`config.mk`:
```
export PLATFORM = sky130hd
export DESIGN_NAME = div_unit_flat
export DESIGN_NICKNAME = d
export VERILOG_FILES = /design/src/rtl/div_unit_pkg.sv /design/src/rtl/div_unit_if.sv /design/src/rtl/div_unit_step.sv /design/src/rtl/div_unit.sv /design/src/flat_wrapper.sv
export SDC_FILE = /design/constraint.sdc
export NUM_CORES = 1
export LEC_CHECK = 0
export ABC_AREA = 1
export CAP_MARGIN = 20
export CORE_MARGIN = 3
export CORE_UTILIZATION = 44
export DETAILED_ROUTE_END_ITERATION = 10
export MAX_ROUTING_LAYER = met4
export PLACE_DENSITY = 0.74
export SYNTH_ARGS = -nofsm -noshare
export SYNTH_HDL_FRONTEND = slang
export SYNTH_SLANG_ARGS = --single-unit
```
`constraint.sdc`:
```
create_clock -name clk -period 4.15 [get_ports clk]
set_clock_uncertainty 0.2 [all_clocks]
set_input_delay 1.0375 -clock clk [delete_from_list [all_inputs] [get_ports clk]]
set_output_delay 1.0375 -clock clk [all_outputs]
set_load 0.005 [all_outputs]
```
`src/rtl/div_unit_pkg.sv`:
```
// Shared CPU definitions for the divider: FSM encoding, ALU codes for DIV/DIVU, default width.
package cpu_defs;

  localparam int DIV_WIDTH = 32;

  typedef enum logic [1:0] {
    DIV_IDLE = 2'd0,
    DIV_BUSY = 2'd1,
    DIV_DONE = 2'd2
  } divState_e;

  // The datapath decodes these into start/signed_div.
  localparam logic [7:0] ALU_DIV  = 8'b0001_1010;
  localparam logic [7:0] ALU_DIVU = 8'b0001_1011;

  typedef struct packed {
    logic qNeg;
    logic rNeg;
    logic divZero;
  } divFlags_t;

endpackage

```
`src/rtl/div_unit_if.sv`:
```
// Divider request/response bundle between the execute-stage datapath and the divider.
interface div_unit_if import cpu_defs::*; #(
  parameter int WIDTH = DIV_WIDTH
);
  logic               start;
  logic               signed_div;
  logic [WIDTH-1:0]   a;
  logic [WIDTH-1:0]   b;
  logic               annul;
  logic               stall_req;
  logic               ready;
  logic [2*WIDTH-1:0] result;

  modport master (
    output start, signed_div, a, b, annul,
    input  stall_req, ready, result
  );

  modport slave (
    input  start, signed_div, a, b, annul,
    output stall_req, ready, result
  );
endinterface

```
`src/rtl/div_unit_step.sv`:
```
// One restoring-division iteration: shift {rem, quo} left, trial-subtract the divisor.
module div_step #(
  parameter int WIDTH = 32
) (
  input  logic [WIDTH-1:0] rem,
  input  logic [WIDTH-1:0] quo,
  input  logic [WIDTH-1:0] divisor,
  output logic [WIDTH-1:0] remNext,
  output logic [WIDTH-1:0] quoNext
);
  logic [WIDTH:0] shifted;
  logic           fits;

  assign shifted = {rem, quo[WIDTH-1]};
  assign fits    = shifted >= {1'b0, divisor};

  // On success the difference is below the divisor, so it fits back in WIDTH bits.
  always_comb begin
    remNext = shifted[WIDTH-1:0];
    quoNext = {quo[WIDTH-2:0], 1'b0};
    if (fits) begin
      remNext = WIDTH'(shifted - {1'b0, divisor});
      quoNext = {quo[WIDTH-2:0], 1'b1};
    end
  end
endmodule

```
`src/rtl/div_unit.sv`:
```
// Multi-cycle radix-2 restoring divider for MIPS DIV/DIVU; result = {hi = remainder, lo = quotient}.
module div_unit import cpu_defs::*; #(
  parameter int WIDTH = DIV_WIDTH
) (
  input logic       clk,
  input logic       rst,
  div_unit_if.slave io
);
  localparam int CW = $clog2(WIDTH);

  divState_e          state, stateNext;
  logic [CW-1:0]      cnt;
  logic [WIDTH-1:0]   remR, quoR, divR, aOrig;
  logic [WIDTH-1:0]   remN, quoN;
  divFlags_t          flags;
  logic [2*WIDTH-1:0] resR;

  logic               accept, lastIter;
  logic               loadOp, stepEn, loadRes;
  logic [WIDTH:0]     aExt, bExt;
  logic [WIDTH-1:0]   aMag, bMag;
  logic [WIDTH-1:0]   quoFix, remFix;

  assign accept   = io.start & ~io.annul;
  assign lastIter = cnt == CW'(WIDTH-1);

  // Sign-extend by one bit so the magnitude of the most negative operand is exact.
  assign aExt = {io.signed_div & io.a[WIDTH-1], io.a};
  assign bExt = {io.signed_div & io.b[WIDTH-1], io.b};
  assign aMag = aExt[WIDTH] ? WIDTH'(-aExt) : io.a;
  assign bMag = bExt[WIDTH] ? WIDTH'(-bExt) : io.b;

  div_step #(.WIDTH(WIDTH)) uStep (
    .rem     (remR),
    .quo     (quoR),
    .divisor (divR),
    .remNext (remN),
    .quoNext (quoN)
  );

  assign quoFix = flags.qNeg ? -quoN : quoN;
  assign remFix = flags.rNeg ? -remN : remN;

  always_ff @(posedge clk) begin
    if (rst) state <= DIV_IDLE;
    else     state <= stateNext;
  end

  always_comb begin
    stateNext = state;
    case (state)
      DIV_IDLE: if (accept) stateNext = DIV_BUSY;
      DIV_BUSY: begin
        if (io.annul)    stateNext = DIV_IDLE;
        else if (lastIter) stateNext = DIV_DONE;
      end
      DIV_DONE: stateNext = DIV_IDLE;
      default:  stateNext = DIV_IDLE;
    endcase
  end

  always_comb begin
    io.stall_req = 1'b0;
    io.ready     = 1'b0;
    loadOp       = 1'b0;
    stepEn       = 1'b0;
    loadRes      = 1'b0;
    case (state)
      DIV_IDLE: begin
        io.stall_req = accept;
        loadOp       = accept;
      end
      DIV_BUSY: begin
        io.stall_req = 1'b1;
        stepEn       = ~io.annul;
        loadRes      = ~io.annul & lastIter;
      end
      DIV_DONE: io.ready = 1'b1;
      default: ;
    endcase
  end

  always_ff @(posedge clk) begin
    if (rst) begin
      cnt   <= '0;
      remR  <= '0;
      quoR  <= '0;
      divR  <= '0;
      aOrig <= '0;
      flags <= '0;
      resR  <= '0;
    end else begin
      if (loadOp) begin
        cnt           <= '0;
        remR          <= '0;
        quoR          <= aMag;
        divR          <= bMag;
        aOrig         <= io.a;
        flags.qNeg    <= (io.a[WIDTH-1] ^ io.b[WIDTH-1]) & io.signed_div;
        flags.rNeg    <= io.a[WIDTH-1] & io.signed_div;
        flags.divZero <= io.b == '0;
      end else if (stepEn) begin
        cnt  <= cnt + 1'b1;
        remR <= remN;
        quoR <= quoN;
      end
      // Result is captured on the edge into DONE so it is visible with ready.
      if (loadRes) begin
        if (flags.divZero) resR <= {aOrig, {WIDTH{1'b1}}};
        else               resR <= {remFix, quoFix};
      end
    end
  end

  assign io.result = resR;
endmodule

```
`src/flat_wrapper.sv`:
```
// flat-port wrapper written by rule: the top's interface ports become plain ports
module div_unit_flat import cpu_defs::*;
#(
  parameter int WIDTH = DIV_WIDTH
)
  (clk, rst, io_start, io_signed_div, io_a, io_b, io_annul, io_stall_req, io_ready, io_result);
  div_unit_if #(.WIDTH(WIDTH)) io_i ();
  input logic clk;
  input logic rst;
  input wire logic [$bits(io_i.start)-1:0] io_start;
  input wire logic [$bits(io_i.signed_div)-1:0] io_signed_div;
  input wire logic [$bits(io_i.a)-1:0] io_a;
  input wire logic [$bits(io_i.b)-1:0] io_b;
  input wire logic [$bits(io_i.annul)-1:0] io_annul;
  output wire logic [$bits(io_i.stall_req)-1:0] io_stall_req;
  output wire logic [$bits(io_i.ready)-1:0] io_ready;
  output wire logic [$bits(io_i.result)-1:0] io_result;
  assign io_i.start = io_start;
  assign io_i.signed_div = io_signed_div;
  assign io_i.a = io_a;
  assign io_i.b = io_b;
  assign io_i.annul = io_annul;
  assign io_stall_req = io_i.stall_req;
  assign io_ready = io_i.ready;
  assign io_result = io_i.result;
  div_unit #(.WIDTH(WIDTH)) u_core (.clk(clk), .rst(rst), .io(io_i));
endmodule
```
**Word-level counts from Yosys, hierarchy flattened**

Index checks and enable logic that the tools add are counted.

- Bits in registers: 202
- Bits of input ports: 69
- Output and inout bits: 66
- Word-level logic and storage cells: 52

- Add/subtract/negate cells: 6
- Magnitude comparators: 1
- Equal/unequal tests: 5
- Multiplexer cells: 18
- Bitwise gates (word level): 7
- Reductions and logical operators: 5

Operators with widths:

| cell | number |
|---|---|
| $mux W32 | 7 |
| $neg A32 Y32 | 4 |
| $mux W64 | 1 |
| $ge A33 B32 Y1 | 1 |
| $logic_not A32 Y1 | 1 |
| $sub A32 B32 Y32 | 1 |
| $mux W2 | 3 |
| $add A5 B1 Y5 const B | 1 |
| $and A1 B1 Y1 | 5 |
| $eq A5 B5 Y1 const B | 1 |
| $mux W1 | 5 |
| $pmux W2 S2 | 1 |
| $ne A3 B2 Y1 const B | 1 |
| $eq A2 B1 Y1 const B | 1 |
| $eq A2 B2 Y1 const B | 1 |
| $logic_not A2 Y1 | 1 |
| $ne A2 B1 Y1 const B | 1 |
| $pmux W1 S2 | 1 |
| $reduce_and A2 Y1 | 1 |
| $reduce_bool A2 Y1 | 1 |
| $reduce_or A2 Y1 | 1 |
| $not A1 Y1 | 1 |
| $xor A1 B1 Y1 | 1 |

**Logic depth before layout (Yosys ltp)**

- Depth after elaboration: 5
- Mapped depth: 28
- Gate-level depth less buffers: 26

**By module**

From an unflattened synthesis, not the netlist that was laid out.

- Cells, all modules: 2401
- Area total of the unflattened synthesis: 14607.8 um^2

By module, submodules not included:

| module | instances | cells each | area each (um^2) | sequential area each (um^2) |
|---|---|---|---|---|
| div_unit | 1 | 1714 | 11155.7 | 4043.9 |
| div_step | 1 | 687 | 3452.1 | 0.0 |

**Worst setup path after synthesis**

No wires, ideal clock.

- Path type: register to register
- Start point: register u_core.divR[8]
- End point: register u_core.resR[24] (netlist: u_core.io.result[24])
- Library setup time: 0.117 ns
- Arrival: 3.449 ns
- Required time: 3.833 ns
- Setup slack: 0.384 ns
- Cell stages (with the launch flop): 27
- Path buffers: 2
- Period minus slack after synthesis: 3.766 ns
- Path through: dfxtp_1 inv_1 ha_1 nand2_2 inv_2 a21oi_2 nand3_2 nand2_2 nand2_2 nand2_4 nand2_4 buf_12 inv_4 buf_6 ha_1 nand3_1 nor3_1 nand3_1 nor3_1 inv_1 nor2_1 nand3_1 nor4_1 nor2_1 xor2_1 o221ai_1 inv_1

- Cells in the longest elaborated chain, start to end: 5

RTL lines:

| item | line | RTL |
|---|---|---|
| from (decl) | div_unit.sv:13 | `logic [WIDTH-1:0] remR, quoR, divR, aOrig;` |
| from (signal assigned) | div_unit.sv:97 | `divR <= bMag;` |
| $ge A33 B32 Y1 | div_unit_step.sv:15 | `assign fits = shifted >= {1'b0, divisor};` |
| $mux W1 | div_unit_step.sv:21 | `if (fits) begin` |
| $neg A32 Y32 | div_unit.sv:41 | `assign quoFix = flags.qNeg ? -quoN : quoN;` |
| $mux W32 | div_unit.sv:41 |  |
| $mux W64 | div_unit.sv:109 | `if (flags.divZero) resR <= {aOrig, {WIDTH{1'b1}}};` |
| to (signal assigned) | div_unit.sv:109 |  |
| to (signal assigned) | div_unit.sv:110 | `else resR <= {remFix, quoFix};` |
| to (decl) | div_unit.sv:16 | `logic [2*WIDTH-1:0] resR;` |

Every way passes these cells.
A chain may end at the register's enable or synchronous reset.

**Final worst setup path**

- Start point: register u_core.divR[2]
- End point: register u_core.resR[30] (netlist: u_core.io.result[30])

The elaborated chain is that of the path after synthesis.

==> results.json <==
{
  "rsz0062_at_grt": "true",
  "synthesis.nets": 2321,
  "drive_above_1_share_pct": 9.66,
  "cp_slowest_cell": "ha_1",
  "ctsHoldBuffers": 0,
  "r2r_slack_ns": 0.21,
  "die_h_um": 184,
  "max_stage_delay_ns": 0.38,
  "synth_area_per_cell_sq_um": 6.31,
  "antenna_found_initial": 0,
  "cts_sinks": 202,
  "dp_cells": 2704,
  "io_buffers": 134,
  "combPwrFrac_pct": 35.3,
  "clockBufferDepth": 3,
  "crit_fanout": 5,
  "rows": 64,
  "ant_nets": 0,
  "post-dp-hpwl_mm": 39.5,
  "cts_root_buf": "clkbuf_16",
  "leakagePower_uw": 0.00779,
  "grt_pass1_vias": 14200,
  "min_period_over_period_pct": 95.0,
  "synthAdderAreaFrac_pct": 3.55,
  "place_area_sq_um": 15800,
  "worst_pin_slew_ns": 0.893,
  "preCtsSetupSlack_ns": 0.0403,
  "async_flop_share_pct": 0,
  "cts_tree": "done",
  "ios": 135,
  "place.gp.congestion": 0.970,
  "power.density_nw_per_um2": 402,
  "critPathKind": "reg -> reg",
  "initial_core_util_pct": 45.2,
  "diodes": 0,
  "setup_tns_ns": 0,
  "insertion_delay_ns": 0.53,
  "setup_slack_ns": 0.207,
  "cp-start-kind": "flip-flop",
  "ys_seq_area_share_pct": 29.0,
  "hold_viol": 0,
  "fin_nets": 2442,
  "fin_crit_ns": 3.94,
  "report.final.slew_viol_count": 0,
  "ff2ff_path_depth": 27,
  "wire_per_inst_um": 18.3,
  "synth_area_sq_um": 14000,
  "synth_xor_area_share_pct": 2.32,
  "synthFlopType": "dfxtp_1",
  "min_path_cells": 2,
  "clkTransAtPathRegs_ns": 0.06,
  "ys_types": 57,
  "die_w_um": 184,
  "swShare_pct": 38.2,
  "grt_usage_pct": 30.0,
  "status": "finished, final reports clean",
  "syn_to_final_growth_pct": 19.6,
  "startpoint": "u_core.divR[2]",
  "p_sw_uw": 2570,
  "grt_overflow": 0,
  "syn_inst": 2213,
  "synth_compound_area_share_pct": 20.0,
  "synthMuxAreaShare_pct": 0,
  "power_frac_seq_pct": 30.9,
  "cp.arrival_ns": 4.15,
  "grt_max_degree": 55,
  "finalSetupViolCount": 0,
  "p_int_uw": 4150,
  "crit_path_end": "u_core.io.result[30]",
  "num-fill-cells": 3100,
  "routed_wl_mm": 50.2,
  "path_common_cell": "nand2_1",
  "critPathCaptureType": "flip-flop",
  "viasPerCell": 5.54,
  "synth_warnings": 0,
  "min_path_type": "reg -> reg",
  "relSlewSlack_pct": 40.1,
  "drtIter0Drc": 1443,
  "yosys.area.top_type": "dfxtp_1",
  "yosys-top-cells-count": "493 x nand2_1, 335 x inv_1, 202 x dfxtp_1, 176 x nor2_1, 166 x a21oi_1",
  "cts.repair.resized": 0,
  "synth.area.top_cells": "dfxtp_1 29%, nand2_1 13%, inv_1 9.0%",
  "final_area_sq_um": 16700,
  "grt_first_pass_wirelength_mm": 78.8,
  "route.detailed.drc": 0,
  "fmax_mhz": 254,
  "core_area_sq_um": 30900,
  "final_util_pct": 54.1,
  "die_area_sq_um": 33900,
  "cp.required_ns": 4.36,
  "drtPass1Iterations": 5,
  "maxCapViolCount": 0,
  "ys_ff_latch": 202,
  "rr_startpoint": "u_core.divR[2]",
  "vdd_drop_max_mv": 0.335,
  "cts_made_buffers": 24,
  "synth-edff-count": 0,
  "htree_levels": 1,
  "synth_top_family_by_area": "simple AND/OR/NAND/NOR gates",
  "synth_top_area_share_pct": 29.0,
  "clkPwrFrac_pct": 33.8,
  "yosys.area_share.simple_pct": 32.4,
  "final_cells": 2747,
  "r2r_end": "u_core.io.result[30]",
  "route.vias.total": 15200,
  "synth_most_common_cell": "nand2_1",
  "post_cts_buffers": 0
}
## routing by layer
| layer | part of all wire [%] | vias to the layer above | global-route usage, % |
|---|---|---|---|
| li1 | - | 7513 | - |
| met1 | 44 | 7014 | 40.2 |
| met2 | 47 | 611 | 48.9 |
| met3 | 6.9 | 83 | 3.10 |
| met4 | 2.6 | 0 | 7.20 |
| met5 | 0 | - | - |
## metrics by stage
| step | power [uW] | hold WS, ns |
|---|---|---|
| 3_5_place_dp | 4430 | 0.245 |
| 6_report | 6720 | 0.256 |
| 2_1_floorplan | 3740 | 0.222 |
| 3_3_place_gp | 4420 | 0.237 |
| 5_1_grt | 7100 | 0.275 |
| 4_1_cts | 6700 | 0.255 |
## logic make-up after synthesis
family | Yosys count
and+or+nand+nor | 1006
AOI/OAI and AO/OA | 480
buffers and inverters | 449
DFF | 202
adders and majority gates | 39
xor gates and xnor gates | 37
## state kept, by name, indices dropped and copies added, names as in the netlist
| signal | cells |
|---|---|
| u_core.remR | 32 |
| u_core.aOrig | 32 |
| u_core.divR | 32 |
| u_core.state | 2 |
| u_core.flags | 3 |
| u_core.cnt | 5 |
| u_core.io.result | 64 |
| u_core.quoR | 32 |
## cell type report
type / instances / area [sq um] / share of cell area [%]
multi-input combinational: 1562 / 8200 / 49.1
sequential: 202 / 4050 / 24.2
inverter: 353 / 1330 / 7.95
tap: 396 / 495 / 2.97
timing repair buffer: 191 / 1780 / 10.7
clock buffer: 31 / 677 / 4.05
clock inverter: 12 / 176 / 1.06
## critical path, delay by kind of cell, from the launching register on
| family | cells | cell delay, ns |
|---|---|---|
| adders and majority gates | 2 | 0.54 |
| DFF | 1 | 0.31 |
| and+or+nand+nor | 17 | 1.85 |
| buffers and inverters | 5 | 0.45 |
| AOI/OAI and AO/OA | 2 | 0.33 |
| xor gates and xnor gates | 1 | 0.15 |
## power groups by stage
stage                     clock network (uW)  registers (uW)  logic, uW
after floorplan                            0            2090       1650
after global placement                     0            2120       2300
after detailed placement                   0            2120       2310
after CTS                               2300            2070       2320
after global routing                    2380            2090       2630
final                                   2270            2080       2370
## cells in the final DEF, fill, tap and decap left out, types with 6 or more instances in the layout
master | Yosys | final
o22ai_1 | 20 | 20
ha_1 | 38 | 35
o21ai_1 | 11 | 11
nor3_1 | 40 | 39
nor4_1 | 8 | 7
nand3_2 | 9 | 10
a21oi_1 | 166 | 166
buf_4 | 0 | 55
a211oi_1 | 8 | 8
a31oi_1 | 25 | 25
a21oi_2 | 6 | 6
clkdlybuf4s50_1 | 0 | 133
inv_2 | 14 | 16
inv_1 | 335 | 334
nand2_1 | 493 | 493
o21bai_1 | 8 | 8
xor2_1 | 32 | 32
nor2_4 | 10 | 11
dfxtp_1 | 202 | 200
o21ai_0 | 153 | 153
clkbuf_16 | 0 | 24
nand2_2 | 30 | 30
o221ai_1 | 17 | 17
nand4_1 | 27 | 27
o211ai_1 | 36 | 36
nand2_4 | 6 | 6
o32ai_1 | 7 | 7
nor2_2 | 18 | 21
nand3_1 | 159 | 158
nor3_2 | 5 | 6
nor2_1 | 176 | 172
## worst min-delay path by stage
| stage | from | to | slack, ns |
|---|---|---|---|
| global placement | u_core.divR[30] | u_core.divR[30] | 0.24 |
| finish | u_core.aOrig[14] | u_core.aOrig[14] | 0.26 |
| detailed placement | u_core.aOrig[14] | u_core.aOrig[14] | 0.25 |
| global route | u_core.aOrig[7] | u_core.aOrig[7] | 0.28 |
| floorplan | u_core.divR[30] | u_core.divR[30] | 0.22 |
| CTS | u_core.aOrig[14] | u_core.aOrig[14] | 0.25 |
(Power assumes the default switching activity.)
